===== src/rtl/fp_mult_pkg.sv =====
// Shared types for the FP multiplier result collector: status flag indices,
// collector FSM states and the buffered result record.
package fp_mult_pkg;

    localparam int ST_ZERO    = 0;
    localparam int ST_INF     = 1;
    localparam int ST_NAN     = 2;
    localparam int ST_TINY    = 3;
    localparam int ST_HUGE    = 4;
    localparam int ST_INEXACT = 5;
    localparam int NUM_FLAGS  = 6;

    typedef enum logic [1:0] {
        EMPTY   = 2'd0,
        PARTIAL = 2'd1,
        FULL    = 2'd2
    } state_t;

    typedef struct packed {
        logic [31:0] z;
        logic [7:0]  status;
    } result_t;

endpackage


===== src/rtl/fp_result_fifo.sv =====
// Result storage for the collector: circular buffer with read/write pointers
// and an occupancy count. push/pop arrive already qualified by the top.
module fp_result_fifo
    import fp_mult_pkg::*;
#(
    parameter int DEPTH = 8
) (
    input  logic                   clk,
    input  logic                   rst,
    input  logic                   push,
    input  logic                   pop,
    input  logic                   flush,
    input  result_t                wdata,
    output result_t                rdata,
    output logic [$clog2(DEPTH):0] level
);

    localparam int PTR_W = $clog2(DEPTH);

    result_t            mem [DEPTH];
    logic [PTR_W-1:0]   wr_ptr;
    logic [PTR_W-1:0]   rd_ptr;

    always_ff @(posedge clk) begin
        if (push && !flush) begin
            mem[wr_ptr] <= wdata;
        end
    end

    // DEPTH is a power of two, so pointer overflow is the modulo wrap.
    always_ff @(posedge clk or negedge rst) begin
        if (!rst) begin
            wr_ptr <= '0;
            rd_ptr <= '0;
            level  <= '0;
        end else if (flush) begin
            wr_ptr <= '0;
            rd_ptr <= '0;
            level  <= '0;
        end else begin
            if (push) wr_ptr <= wr_ptr + 1'b1;
            if (pop)  rd_ptr <= rd_ptr + 1'b1;
            if (push && !pop) begin
                level <= level + 1'b1;
            end else if (pop && !push) begin
                level <= level - 1'b1;
            end
        end
    end

    assign rdata = mem[rd_ptr];

endmodule


===== src/rtl/fp_mult_result_collector.sv =====
// Buffers multiplier results in a FWFT FIFO and counts status flags on push.
// Flag counters are built only when FP_MULT_STAT_COUNT_EN is defined.
module fp_mult_result_collector
    import fp_mult_pkg::*;
#(
    parameter int DEPTH = 8,
    parameter int CNT_W = 16
) (
    input  logic                       clk,
    input  logic                       rst,
    input  logic                       in_valid,
    input  logic [31:0]                z,
    input  logic [7:0]                 status,
    output logic                       in_ready,
    input  logic                       flush,
    input  logic                       clr_cnt,
    output logic                       out_valid,
    output logic [31:0]                out_z,
    output logic [7:0]                 out_status,
    input  logic                       out_ready,
    output logic [NUM_FLAGS*CNT_W-1:0] cnt,
    output logic [$clog2(DEPTH):0]     level,
    output state_t                     fsm_state
);

    localparam int LVL_W = $clog2(DEPTH) + 1;
    localparam logic [LVL_W-1:0] LVL_ONE  = LVL_W'(1);
    localparam logic [LVL_W-1:0] LVL_LAST = LVL_W'(DEPTH - 1);

    state_t  state_q, state_d;
    result_t head;
    logic    push, pop;

    // Handshake: a transfer happens on a cycle where valid and ready are both
    // high; ready never depends on valid on either side.
    assign in_ready  = rst && (state_q != FULL) && !flush;
    assign out_valid = (state_q != EMPTY);
    assign push      = in_valid && in_ready;
    assign pop       = out_valid && out_ready && !flush;

    fp_result_fifo #(.DEPTH(DEPTH)) u_fifo (
        .clk   (clk),
        .rst   (rst),
        .push  (push),
        .pop   (pop),
        .flush (flush),
        .wdata ('{z: z, status: status}),
        .rdata (head),
        .level (level)
    );

    assign out_z      = out_valid ? head.z : '0;
    assign out_status = out_valid ? head.status : '0;
    assign fsm_state  = state_q;

    always_ff @(posedge clk or negedge rst) begin
        if (!rst) state_q <= EMPTY;
        else      state_q <= state_d;
    end

    always_comb begin
        state_d = state_q;
        if (flush) begin
            state_d = EMPTY;
        end else if (push && !pop) begin
            state_d = (level == LVL_LAST) ? FULL : PARTIAL;
        end else if (pop && !push) begin
            state_d = (level == LVL_ONE) ? EMPTY : PARTIAL;
        end
    end

`ifdef FP_MULT_STAT_COUNT_EN
    logic [CNT_W-1:0] cnt_q [NUM_FLAGS];

    // Clear wins over a same-cycle increment; counters stick at all-ones.
    always_ff @(posedge clk or negedge rst) begin
        if (!rst) begin
            for (int i = 0; i < NUM_FLAGS; i++) cnt_q[i] <= '0;
        end else if (clr_cnt) begin
            for (int i = 0; i < NUM_FLAGS; i++) cnt_q[i] <= '0;
        end else if (push) begin
            for (int i = 0; i < NUM_FLAGS; i++) begin
                if (status[i] && (cnt_q[i] != '1)) cnt_q[i] <= cnt_q[i] + 1'b1;
            end
        end
    end

    for (genvar g = 0; g < NUM_FLAGS; g++) begin : g_cnt
        assign cnt[g*CNT_W +: CNT_W] = cnt_q[g];
    end
`else
    logic unused_clr;
    assign unused_clr = clr_cnt;
    assign cnt        = '0;
`endif

endmodule

===== config.mk =====
export PLATFORM = sky130hd
export DESIGN_NAME = fp_mult_result_collector
export DESIGN_NICKNAME = d
export VERILOG_FILES = /design/src/rtl/fp_mult_pkg.sv /design/src/rtl/fp_result_fifo.sv /design/src/rtl/fp_mult_result_collector.sv
export SDC_FILE = /design/constraint.sdc
export NUM_CORES = 1
export LEC_CHECK = 0
export CAP_MARGIN = 0
export CORE_MARGIN = 8
export CORE_UTILIZATION = 40
export DETAILED_ROUTE_END_ITERATION = 10
export PLACE_DENSITY = 0.72
export REMOVE_ABC_BUFFERS = 1
export SLEW_MARGIN = 25
export SYNTH_ARGS = -nofsm -noshare
export SYNTH_HDL_FRONTEND = slang
export SYNTH_HIERARCHICAL = 1
export SYNTH_SLANG_ARGS = --single-unit

===== constraint.sdc =====
create_clock -name clk -period 12 [get_ports clk]
set_input_delay 1.2 -clock clk [delete_from_list [all_inputs] [get_ports clk]]
set_output_delay 1.2 -clock clk [all_outputs]
set_load 0.1 [all_outputs]

-- Word level (Yosys, flattened, before mapping)
Memories as Yosys holds them, arrays and structs flattened.
Index checks and enable logic that the tools add are counted.
- word-level logic and storage cells: 43
- bits in writable memories: 320
- flip-flop bits (word level): 12
- memories: 1
- output and inout bits: 144
- bits of input ports: 46
- memories (name ; words ; width ; read ports ; clocked after memory_dff ; wr ports ; RTL line ; text):
    u_fifo.mem ; 8 ; 40 ; 1 ; 0 ; 1 ; fp_result_fifo.sv:20 ; result_t mem [DEPTH];
- $add $sub $neg: 4
- reduce and logical (&&, ||, !) cells: 15
- equal/unequal tests: 3
- multiplexer cells: 16
- operator list (operator ; count):
    two-way mux 32 bit ; 1
    two-way mux 3 bit ; 4
    two-way mux 4 bit ; 3
    logical AND 1 bit ; 8
    two-way mux 2 bit ; 4
    two-way mux 8 bit ; 1
    adder 3 x 1 -> 3 bit (second input constant) ; 2
    nonzero test 2 bit ; 3
    adder 4 x 1 -> 4 bit (second input constant) ; 1
    == test 4 x 1 -> 1 bit (second input constant) ; 1
    == test 4 x 3 -> 1 bit (second input constant) ; 1
    subtractor 4 x 1 -> 4 bit (second input constant) ; 1
    logical NOT 1 bit ; 3
    two-way mux 1 bit ; 3
    nonzero test 3 bit ; 1
    != test 2 bit (second input constant) ; 1

-- Depth between registers and ports, before layout
Gate-level depths: netlist of run 1.
- depth in word-level cells: 9
- depth in mapped cells: 10
- mapped depth without buffers: 9

-- By module
The synthesis of run 1 kept the hierarchy.
- by module, submodules not included (module ; times used ; sequential area each (um^2) ; cells each ; area each (um^2)):
    fp_result_fifo ; 1 ; 9859.5 ; 532 ; 12946.2
    fp_mult_result_collector ; 1 ; 50.0 ; 164 ; 1202.4

-- Worst setup path after synthesis of run 1
Ideal clock, no wire load.
- kind: input port to flip-flop
- from: in rst
- to: mem u_fifo/mem[0][0] (netlist name), enable pin
- slack: 5.821 ns
- library setup time: 0.537 ns
- stages: 5
- arrival: 5.641 ns
- path buffers: 1
- required time: 11.463 ns
- cells stage by stage: nor2b_1 and3_1 buf_2 nand2b_1 nor4_1
- longest elaborated chain between the ends: 6
- RTL lines (item ; RTL line ; text):
    start: declaration ; fp_mult_result_collector.sv:10 ; input logic rst,
    logical AND 1 bit (2 in series) ; fp_mult_result_collector.sv:36 ; assign in_ready = rst && (state_q != FULL) && !flush;
    logical AND 1 bit ; fp_mult_result_collector.sv:38 ; assign push = in_valid && in_ready;
    net push ; fp_mult_result_collector.sv:32 ; logic push, pop;
    logical AND 1 bit ; fp_result_fifo.sv:25 ; if (push && !flush) begin
    two-way mux 1 bit ; fp_result_fifo.sv:25 ;
    two-way mux 1 bit (not written as such) ; fp_result_fifo.sv:26 ; mem[wr_ptr] <= wdata;
    end: declaration ; fp_result_fifo.sv:20 ;
The timed path passes the listed nets, and every way through them passes these cells.

==> impl_metrics.csv, run 1 <==
group,metric,value,unit
placed_design,io_buffers,92,
sta,timing.final.max_slew_violations,0,
min_path,hp-class,"reg2reg",
clock_network,post_cts_buffers,0,
die,start_util,0.402,
synth,yosys-top-cells-area,"edfxtp_1, mux4_1, buf_4",
sta,max_freq,0.184,GHz
global_routing,grt_max_degree,46,
setup_path,cp.required,10.80,ns
sta,worst_pin_slew,1.04,ns
synth,synthFlopType,"edfxtp_1",
final_layout,layout_common_cells,"edfxtp_1, conb_1, clkdlybuf4s50_1",
die,die_area,41600,sq um
setup_path,reg2reg_slack,8.89,ns
route,drtIter0Drc,308,
synth,seq_area_frac_synth,0.700,
setup_path,cp-start-kind,"register",
clock_network,htreeDepth,2,
setup_path,crit_fanout,45,
setup_path,critPathLaunch,"u_fifo/rd_ptr[0]$_DFFE_PN0P_",
synth,synth-edff-count,320,
power_and_ir_drop,ir_drop,0.0000928,V
synth,synthCells,696,
setup_path,reg2reg_to,"u_fifo/level[3]$_DFFE_PN0P_",
sta,relSlewSlack,0.304,
clock_network,cts.hold.buffers_added,0,
clock_network,cts-root-buf,"clkbuf_16",
clock_network,cts_resized,0,
global_routing,grt_pass1_wl,39700,microns
sta,fin_skew,0.0186,ns
route,wl_per_cell,21.2,microns
power_and_ir_drop,p_leak,5.36,nW
die,die_h,204,microns
final_layout,num_antenna_cells,0,
route,first_pass_iters,4,
placed_design,place.gp.congestion,0.738,
final_layout,fin_nets,857,
clock_network,path_clk_slew,0.06,ns
setup_path,reg2regPathDepth,8,
synth,synth_top_area_share,0.679,
placed_design,place_area,15300,sq um
sta,final.setup.tns,0,ns
route,via_count,6443,
synth,yosysWarnings,6,
global_routing,antenna_found_initial,4,
setup_path,crit_arrival,4.25,ns
outcome,status,"finished clean",
global_routing,grt_overflow,0,
setup_path,path_class,"reg2out",
final_layout,areaGrowthSynthToFinish,15.4,%
die,pin_count,190,
die,rows,69,
global_routing,grtUsageTotal,0.127,
die,core_area,35200,sq um
final_layout,layout-drive-gt1-share,0.135,
clock_network,cts_buffer_depth,3,
sta,post-route-period-util,0.454,
clock_network,cts_buffers,35,
synth,ys_seq_elements,332,
clock_network,cts_tree,"done",
synth,syn-cell-area,14100,sq um
clock_network,clock_latency,0.52,ns
final_layout,fin_area,16300,sq um
sta,rsz0062_at_grt,"no",
final_layout,fillerInstances,2927,
power_and_ir_drop,power_density,156,nW/um^2
sta,hold_viol_final,0,
synth,synthArstFlopShare,0.0361,
final_layout,final_common_cell,"edfxtp_1",
synth,synth.largest_area_cell,"edfxtp_1",
clock_network,cts_sinks,332,
setup_path,end_kind,"output pin",
route,drtAntennaViolNets,0,
die,die_x,204,microns
sta,period_needed,5.45,ns
synth,yosysUniqueCellTypes,46,
setup_path,timing.critical_path.to,"out_z[17]",
run,max-cap-violations,0,
sta,setup_viol,0,
route,wl,27300,microns
route,avgViaCountPerCell,5.00,
route,drc,0,
global_routing,grt_pass1_vias,6634,
placed_design,hpwl,14600,microns
synth,synth_area_per_cell,20.3,sq um
setup_path,reg2reg_from,"fsm_state[0]$_DFFE_PN0P_",
area by class of cell:
| class | count | area [sq um] | area share |
|---|---|---|---|
| flip-flops and latches | 332 | 9920 | 0.608 |
| repair buffers | 104 | 1020 | 0.0627 |
| clock inverters | 11 | 73.8 | 0.00452 |
| multi-input cells | 328 | 3740 | 0.229 |
| inverters | 5 | 18.8 | 0.00115 |
| well taps | 461 | 577 | 0.0353 |
| clock buffers | 47 | 973 | 0.0596 |
cell usage after synthesis, types with 4 or more instances:
library cell	number
buf_2	4
ha_1	4
buf_6	9
nor2_1	18
inv_1	5
and2b_1	4
mux4_1	79
nor2b_1	38
buf_4	96
clkbuf_1	16
edfxtp_1	320
dfrtp_1	12
mux2_2	40
nand2_1	4
worst min-delay path by stage:
stage                                             from                           end  slack [ns]  depth (start not counted)
after CTS                 u_fifo/wr_ptr[2]$_DFFE_PN0P_  u_fifo/wr_ptr[2]$_DFFE_PN0P_        0.57                          2
after floorplan           u_fifo/wr_ptr[2]$_DFFE_PN0P_  u_fifo/wr_ptr[2]$_DFFE_PN0P_        0.52                          2
after detailed placement  u_fifo/wr_ptr[2]$_DFFE_PN0P_  u_fifo/wr_ptr[2]$_DFFE_PN0P_        0.55                          2
final                     u_fifo/wr_ptr[2]$_DFFE_PN0P_  u_fifo/wr_ptr[2]$_DFFE_PN0P_        0.57                          2
after global routing      u_fifo/wr_ptr[2]$_DFFE_PN0P_  u_fifo/wr_ptr[2]$_DFFE_PN0P_        0.61                          2
after global placement    u_fifo/wr_ptr[2]$_DFFE_PN0P_  u_fifo/wr_ptr[2]$_DFFE_PN0P_        0.54                          2
kinds of logic after synthesis:
family | after synthesis | synth area share
buffers and inverters | 131 | 0.0654
XOR/XNOR | 6 | 0.00371
other | 1 | 0.000265
multiplexers | 123 | 0.182
adder cells (fa/ha/maj) | 5 | 0.00495
AO/OA/AOI/OAI | 12 | 0.00663
flip-flops | 332 | 0.700
AND/OR/NAND/NOR | 86 | 0.0364
per-stage QoR:
stage / worst slack [ns] / util / hold WS, ns / total power, mW / cells
floorplan: 5.78 / - / 0.518 / 1.52 / 665
global placement: 7.05 / 0.433 / 0.541 / 1.57 / 1229
detailed placement: 7.03 / 0.434 / 0.551 / 1.57 / 1230
CTS: 6.47 / 0.463 / 0.567 / 2.57 / 1288
global route: 6.39 / 0.463 / 0.609 / 2.62 / 1288
finish: 6.55 / 0.463 / 0.568 / 2.54 / 1288
critical path: stages (launching register included):
cell and delay (ns):
dfrtp_4 0.82, buf_4 0.73, mux4_1 0.64, mux2_2 0.28, nor2b_1 0.16, clkdlybuf4s50_1 1.02
sequential cells by signal (all words and copies together), names as in the netlist:
signal	cells
u_fifo/mem	320
fsm_state	2
u_fifo/wr_ptr	3
u_fifo/rd_ptr	3
u_fifo/level	4
metal layers:
layer  track usage  wire length (microns)
met1         0.151                  11000
met2         0.223                  13600
met3        0.0311                   1990
met4        0.0453                    649
met5             0                     51
power breakdown:
part           internal [mW]  switching, mW  leakage [nW]
clock                  0.586          0.403         0.507
sequential              1.28        0.00521          3.04
combinational         0.0453          0.223          1.82
total                   1.91          0.631          5.36
Note: power is estimated with default switching activity, not from simulation.
==> run 2: changes to the inputs <==
Clock period 12 ns to 5.03 ns, I/O delays scaled along.
==> run 2 against run 1 <==
Against the previous run:
- clock skew down 0.0024 ns
- global-route usage down 0.15 points
- sequential power up 140%
- sequential cell count unchanged
- design area down 0.31%
- worst setup slack worse by 5.8 ns
- critical path depth unchanged
- sequential share of layout area up 0.19 points
- total power up 130%
- routed wire length up 0.59%
- clock power up 110%
- core utilization down 0.15 points
==> impl_metrics.csv, run 2 (same netlist as run 1, synthesis figures left out) <==
group,metric,value,unit
setup_path,path_buf_inv,2,
die,die_x,204,microns
final_layout,areaGrowthSynthToFinish,15.0,%
sta,timing.final.max_slew_violations,0,
clock_network,cts_tree,"done",
clock_network,cts_buffers,30,
final_layout,fin_area,16300,sq um
power_and_ir_drop,power_density,356,nW/um^2
setup_path,critPathTopFamily,"buffers and inverters",
final_layout,largest_register_ffs,320,
sta,fin_hold_ws,0.403,ns
clock_network,path_clk_slew,0.06,ns
global_routing,grt_pass1_wl,39900,microns
clock_network,cts_resized,0,
setup_path,cp.depth,5,
route,avgViaCountPerCell,5.00,
setup_path,cp.required,4.53,ns
die,die_h,204,microns
setup_path,reg2reg_slack,1.84,ns
die,start_util,0.402,
sta,post-route-period-util,0.854,
setup_path,cp-start-kind,"register",
sta,fin_skew,0.0162,ns
power_and_ir_drop,ir_drop,0.000216,V
clock_network,clock_latency,0.55,ns
route,wl_per_cell,21.3,microns
final_layout,reg_top3,"u_fifo/mem: 320 flops, u_fifo/level: 4 flops",
sta,relSlewSlack,0.322,
placed_design,place_area,15400,sq um
run,max-cap-violations,0,
final_layout,final_common_cell,"edfxtp_1",
die,pin_count,190,
setup_path,path_class,"reg2out",
clock_network,cts_buffer_depth,3,
global_routing,grt_pass1_vias,6482,
clock_network,post_cts_buffers,0,
route,first_pass_iters,4,
setup_path,crit_fanout,24,
setup_path,worstPathCellList,"buf_4 > mux4_1 > mux2_2 > nor2b_1 > clkdlybuf4s50_1",
global_routing,grt_overflow,0,
setup_path,reg2regPathDepth,9,
final_layout,num_antenna_cells,0,
sta,setup_viol,0,
final_layout,layout_common_cells,"edfxtp_1, conb_1, clkdlybuf4s50_1",
die,core_area,35200,sq um
sta,worst_pin_slew,1.01,ns
route,drtIter0Drc,393,
setup_path,crit_arrival,3.79,ns
die,die_area,41600,sq um
placed_design,io_buffers,92,
sta,period_needed,4.30,ns
setup_path,reg2reg_to,"u_fifo/level[3]$_DFFE_PN0P_",
power_and_ir_drop,p_leak,5.36,nW
final_layout,fillerInstances,2897,
final_layout,layout-drive-gt1-share,0.147,
sta,setup_ws,0.734,ns
sta,rsz0062_at_grt,"no",
global_routing,grtUsageTotal,0.126,
clock_network,cts-root-buf,"clkbuf_16",
setup_path,max_stage_delay,1.00,ns
sta,hold_viol_final,0,
setup_path,end_kind,"output pin",
final_layout,fin_nets,861,
setup_path,crit_slowest_cell,"clkdlybuf4s50_1",
die,rows,69,
global_routing,grt_max_degree,50,
route,drc,0,
placed_design,place.gp.congestion,0.687,
setup_path,reg2reg_from,"fsm_state[0]$_DFFE_PN0P_",
sta,final.setup.tns,0,ns
min_path,hp-class,"in2async",
final_layout,largest-register,"u_fifo/mem",
clock_network,cts.hold.buffers_added,0,
placed_design,hpwl,15900,microns
clock_network,cts_sinks,332,
route,via_count,6465,
outcome,status,"finished clean",
clock_network,htreeDepth,1,
route,wl,27500,microns
sta,max_freq,0.233,GHz
power_and_ir_drop,power,5.79,mW
global_routing,antenna_found_initial,3,
route,drtAntennaViolNets,0,
placed_design,dp_slack,1.15,ns
-- run 2: cell count changes in the layout (fill, tap and decap cells not counted), sizes merged --
cell | previous run | this run
buf | 12 | 21
clkinv | 9 | 14
clkbuf | 47 | 37
inv | 5 | 6
-- run 2: power by group --
part,internal (mW),total [mW],leakage (nW),switching (mW)
combinational,0.110,0.645,1.87,0.536
sequential,3.04,3.05,3.04,0.0111
clock,1.15,2.09,0.445,0.944
total,4.30,5.79,5.36,1.49
-- run 2: metal layers --
metal  part of all wire  vias to the layer above  wire length (microns)  GRT usage
met4              0.013                        6                    366     0.0270
met3              0.070                       32                   1920     0.0255
met5             0.0013                        -                     36          0
li1                   -                     2870                      -          -
met2               0.50                      194                  13800      0.226
met1               0.41                     3363                  11400      0.155
-- run 2: metrics by stage --
step,std cells,utilization
after floorplan,665,-
after global routing,1293,0.462
after CTS,1293,0.462
after detailed placement,1239,0.436
after global placement,1239,0.436
final,1293,0.462
-- run 2: worst register-to-register path, delay by kind of cell, from the launching register on --
family                   cells  cell delay [ns]
AO/OA/AOI/OAI                2             0.46
adder cells (fa/ha/maj)      1             0.35
buffers and inverters        2             0.64
flip-flops                   1             0.46
AND/OR/NAND/NOR              4             1.15
-- run 2: worst max-delay path by stage --
stage,from,end,slack [ns]
6_report,u_fifo/rd_ptr[0]$_DFFE_PN0P_,out_z[26],0.73
5_1_grt,u_fifo/rd_ptr[0]$_DFFE_PN0P_,out_z[5],0.60
4_1_cts,u_fifo/rd_ptr[0]$_DFFE_PN0P_,out_z[26],0.64
3_5_place_dp,rst,u_fifo/mem[2][17]$_DFFE_PP_,1.15
3_3_place_gp,rst,u_fifo/mem[2][27]$_DFFE_PP_,1.17
2_1_floorplan,fsm_state[0]$_DFFE_PN0P_,u_fifo/mem[4][0]$_DFFE_PP_,-1.0
-- run 2: area by class of cell --
class	instances	area, sq um	area share
sequential	332	9920	0.610
inverter	5	18.8	0.00115
clock buffer	37	777	0.0478
timing repair buffer	113	1120	0.0686
tap	461	577	0.0355
multi-input combinational	328	3740	0.230
clock inverter	17	126	0.00777
==> run 3: changes to the inputs <==
Settings changed: SKIP_CTS_REPAIR_TIMING set to 1.
==> results of run 3 <==
Final layout, timing and power as in run 2 (identical DEF).
